<file path="src/rtl/p3_shifter.sv">
// P3 datapath single-position shifter: pass, LSL, LSR, ASR by one bit, with carry/zero/neg flags.
// Optional build macro P3_SHIFTER_BYPASS_EN makes the outputs combinational (zero latency).
module p3_shifter (
  input  logic        clk,
  input  logic        reset,
  input  logic        in_valid,
  input  logic [15:0] in,
  input  logic [1:0]  shift,
  output logic        out_valid,
  output logic [15:0] sout,
  output logic        cout,
  output logic        zero,
  output logic        neg
);

  typedef enum logic [1:0] {
    OP_PASS = 2'b00,
    OP_LSL  = 2'b01,
    OP_LSR  = 2'b10,
    OP_ASR  = 2'b11
  } shift_op_t;

  shift_op_t   op;
  logic [15:0] res;
  logic        res_c;

  assign op = shift_op_t'(shift);

  always_comb begin
    res   = in;
    res_c = 1'b0;
    unique case (op)
      OP_PASS: begin
        res   = in;
        res_c = 1'b0;
      end
      OP_LSL: begin
        res   = {in[14:0], 1'b0};
        res_c = in[15];
      end
      OP_LSR: begin
        res   = {1'b0, in[15:1]};
        res_c = in[0];
      end
      OP_ASR: begin
        res   = {in[15], in[15:1]};
        res_c = in[0];
      end
      default: begin
        res   = in;
        res_c = 1'b0;
      end
    endcase
  end

`ifdef P3_SHIFTER_BYPASS_EN
  assign out_valid = in_valid;
  assign sout      = res;
  assign cout      = res_c;
`else
  logic        valid_q;
  logic [15:0] sout_q;
  logic        cout_q;

  // Result registers hold their value when no operand is presented.
  always_ff @(posedge clk) begin
    if (reset) begin
      valid_q <= 1'b0;
      sout_q  <= '0;
      cout_q  <= 1'b0;
    end else begin
      valid_q <= in_valid;
      if (in_valid) begin
        sout_q <= res;
        cout_q <= res_c;
      end
    end
  end

  assign out_valid = valid_q;
  assign sout      = sout_q;
  assign cout      = cout_q;
`endif

  // Flags follow whatever sout currently shows, so reset naturally yields zero=1.
  assign zero = (sout == '0);
  assign neg  = sout[15];

endmodule

</file>
<file path="config.mk">
export PLATFORM = sky130hd
export DESIGN_NAME = p3_shifter
export DESIGN_NICKNAME = d
export VERILOG_FILES = /design/src/rtl/p3_shifter.sv
export SDC_FILE = /design/constraint.sdc
export NUM_CORES = 1
export LEC_CHECK = 0
export BUFFER_PORTS_ARGS = -buffer_cell sky130_fd_sc_hd__buf_2
export CORE_MARGIN = 2
export CORE_UTILIZATION = 53
export CTS_CLUSTER_SIZE = 20
export DETAILED_ROUTE_END_ITERATION = 6
export PLACE_DENSITY = 0.84
export RECOVER_POWER = 25
export SLEW_MARGIN = 20
export SYNTH_ARGS = -nofsm -noshare
export SYNTH_HDL_FRONTEND = slang
export SYNTH_SLANG_ARGS = --single-unit
</file>
<file path="constraint.sdc">
create_clock -name clk -period 1.5 [get_ports clk]
set_input_delay 0.075 -clock clk [delete_from_list [all_inputs] [get_ports clk]]
set_output_delay 0.075 -clock clk [all_outputs]
set_load 0.1 [all_outputs]
</file>
[After elaboration in Yosys (flattened, before gate mapping)]
Cells that the tools add are included.
Word-level totals
  flip-flop bits (word level): 18
  bits of input ports: 21
  logic and storage cells: 11
  output and inout port bits: 20
Cells by class
  equality and inequality tests: 3
  reductions and logical operators: 3
  muxes and demuxes: 2
Operator list (number)
  $pmux W16 S4: 1
  $logic_not A16 Y1: 1
  $eq A2 B2 Y1 const B: 2
  $pmux W1 S3: 1
  $eq A2 B1 Y1 const B: 1
  $logic_not A2 Y1: 1
  $reduce_or A2 Y1: 1

[Depth between registers and ports, before layout]
  word-level depth: 3
  depth in mapped cells: 4
  mapped depth without buffers: 3

[Worst setup path before layout]
No wires, ideal clock.
  path type: reg2out
  start point: register sout_q[11] (netlist: sout[11])
  end point: output port zero
  required time: 1.425 ns
  path slack: -0.407 ns
  data arrival time: 1.832 ns
  cell stages (with the launch flop): 3
  buffers on the path: 0
  path through: dfxtp_1 > nor4_1 > and4_1
Between the ends
  cells in the longest elaborated chain, start to end: 1
RTL lines
  start, declared: RTL line 62  | logic [15:0] sout_q;
  start signal, assigned: RTL line 74  | sout_q <= res;
  $logic_not A16 Y1: RTL line 86  | assign zero = (sout == '0);
  end, declared: RTL line 12  | output logic zero,
Every way passes these cells.

[Worst setup path after layout]
  start point: register sout_q[8] (netlist: sout[8])
  end point: output port zero
Same word-level chain as after synthesis.

==> metrics.md <==
| Metric | Value |
|---|---|
| Syn nets | 140 |
| Total iterations of the first detailed-routing run | 4 |
| Worst-skew pair later-pin latency | around 0.3 ns |
| Setup crit end kind | output port |
| Largest net degree at the start of global routing | 24 |
| Height of the die | 51.4 um |
| Worst vdd ir | about 0.00066 V |
| Worst-path cell chain | nor4_4 > and4_4 > buf_12 |
| FILL cells | roughly 190 |
| First-pass GRT wire length | roughly 4500 um |
| CTS tree | built |
| Critical Path Source Type | flip-flop |
| Fmax | between 0.6 and 0.7 GHz |
| H-tree levels | 1 |
| DP Area | around 0.0014 mm2 |
| Tightest Pin Transition | 0.759 ns |
| Total Routing Usage GR | 0.230 |
| DRC errors left | 0 |
| Clock root buffer | clkbuf_4 |
| Worst path required time | 1.42 ns |
| Design area | approximately 0.0014 mm2 |
| Share of layout cells above drive strength 1 | 0.519 |
| Syn Area/Cell | 10.0 um2 |
| Power Density | 953 mW/mm2 |
| Worst path max stage delay | around 0.35 ns |
| CP Max Fanout | 3 |
| Final hold viol count | 0 |
| CTS Sinks | 18 |
| Max-slew headroom | 0.494 |
| Antenna Cells | 0 |
| PnR worst setup slack | between 0.02 and 0.03 ns |
| Die Area | between 0.002 and 0.003 mm2 |
| Iteration-0 DRC Markers | 15 |
| Number of antenna violations at the first check in global routing | 0 |
| Yosys Warn Count | 0 |
| RePlAce Congestion | approximately 0.71 |
| Buffers & Inverters on Critical Path | 1 |
| Post-route insts no fill | between 150 and 200 |
| Cell variety after synth | 23 |
| Core Util, Final | 0.659 |
| Final clock skew | 0 ns |
| Count of state elements after synthesis | 18 |
| Core footprint | roughly 0.0022 mm2 |
| Setup violations, final | 0 |
| DRT Wirelength | roughly 2800 um |
| Starting Density | 0.550 |
| Final Critical Period | roughly 1.5 ns |
| WL/cell | between 15 and 20 um |
| Seq/Total Area, Yosys | 0.302 |
| Area growth from synthesis to layout | 19.9% |
| Row cnt | 17 |
| Syn Std Cell Area | approximately 0.0012 mm2 |
| Number of vias per cell | 5.77 |
| Number of global-route vias before repair | 979 |
| Total grt overflow | 0 |
| Vias | 1,051 |
| Final net count | 177 |
| Crit Path Category | flip-flop to output port |
| Most frequent cells in the layout | 38 x buf_2, 27 x nor2b_1, 15 x nand2b_1 |
| Crit-path slowest cell | dfxtp_2 |
| CTS Buf Count | 3 |
| Clock transition at the registers of the reported paths | roughly 0.10 ns |
| Clk buf depth | 2 |
| Slew Limit Fails | 0 |
| P_leak | about 0.56 nW |
| Maxcap violations | 0 |
| Io pins | 41 |
| Min-delay worst type | input port to flip-flop |
| Delay-heaviest family, CP | simple AND/OR/NAND/NOR gates |
| Worst EP arrival | approximately 1.4 ns |
| DP Worst Slack | 0.272 ns |
| Crit share post-route | 0.982 |
| Buffers on Ports | 40 |
| Placed insts | 179 |
| Run status | finished clean |
| Chip width | roughly 51 um |
| RSZ-0062 raised after global routing | yes |
| Most common cell after layout, fill and taps aside | buf_2 |
| Post-Synthesis Cells | 119 |
| Post-DP HPWL | between 2000 and 2500 um |
| Final ANT Viol Nets | 0 |
per-stage QoR:
stage,hold slack [ns],power (mW),setup TNS (ns)
after CTS,0.0833,1.38,0
after detailed placement,0.414,1.12,0
after floorplan,0.257,1.01,0
final,0.0945,1.36,0
after global routing,0.100,1.41,-0.0104
after global placement,0.410,1.11,0
flip-flops by register name (all words and copies together) (netlist names):
signal and flops:
cout 1, out_valid 1, sout 16
final timing paths:
kind	start	end	slack [ns]	cells past startpoint
setup / recovery	sout[8]	zero	0.03	3
hold / removal	in[0]	cout	0.09	3
setup reg to reg	sout[15]	sout[15]	0.73	2
hold reg to reg	sout[12]	sout[12]	0.52	2
synth_stat cells, drive strengths merged:
cell type / n / area (um2)
o32ai: 14 / 183
nor2: 4 / 15.0
a311oi: 1 / 15.0
inv: 1 / 3.75
nand2b: 15 / 101
and4: 1 / 8.76
nand2: 1 / 3.75
a22oi: 2 / 15.0
nor2b: 27 / 169
nand3b: 1 / 7.51
nor4: 4 / 25.0
and2b: 1 / 7.51
a211oi: 16 / 170
mux2: 1 / 11.3
dfxtp: 18 / 360
clkbuf: 2 / 7.51
buf: 10 / 88.8
cells by family (layout without fill, tap and decap cells):
family / count (synthesis) / count (layout) / synth area share
simple gates: 54 / 54 / 0.283
mux: 1 / 1 / 0.00944
compound gates: 33 / 33 / 0.321
flops: 18 / 18 / 0.302
buf+inv: 13 / 48 / 0.0839
worst min-delay path: cells and delay by family:
kind	cells	cell delay (ns)
buffers and inverters	1	0.12
AOI/OAI and AO/OA	1	0.09
and+or+nand+nor	1	0.07
final cells by class:
type                    count  area [um2]  area share
well taps                  28        35.0      0.0245
clock buffers               3        22.5      0.0157
flip-flops and latches     18         377       0.263
multi-input cells          88         751       0.525
inverters                   1        3.75     0.00262
repair buffers             44         241       0.169
what timing repair did:
item / 4_1_cts / 5_1_grt
pin swaps: 0 / 2
endpoints found under the setup margin: 1 / 1
setup buffers: 0 / 0
hold buffers: 0 / 0
resized for setup: 4 / 2
layer usage:
layer	track usage	vias to the layer above	wire [um]
li1	-	509	-
met1	0.282	511	1240
met2	0.393	26	1420
met3	0.0380	5	139
met4	0.101	0	47
met5	0	-	0
power by group:
group	leakage, nW	total (mW)	internal, mW	switching (mW)
clock	0.0138	0.243	0.0937	0.150
sequential	0.153	0.553	0.518	0.0353
combinational	0.395	0.566	0.151	0.415
total	0.562	1.36	0.763	0.600
Power figures use the tool's default switching activity.
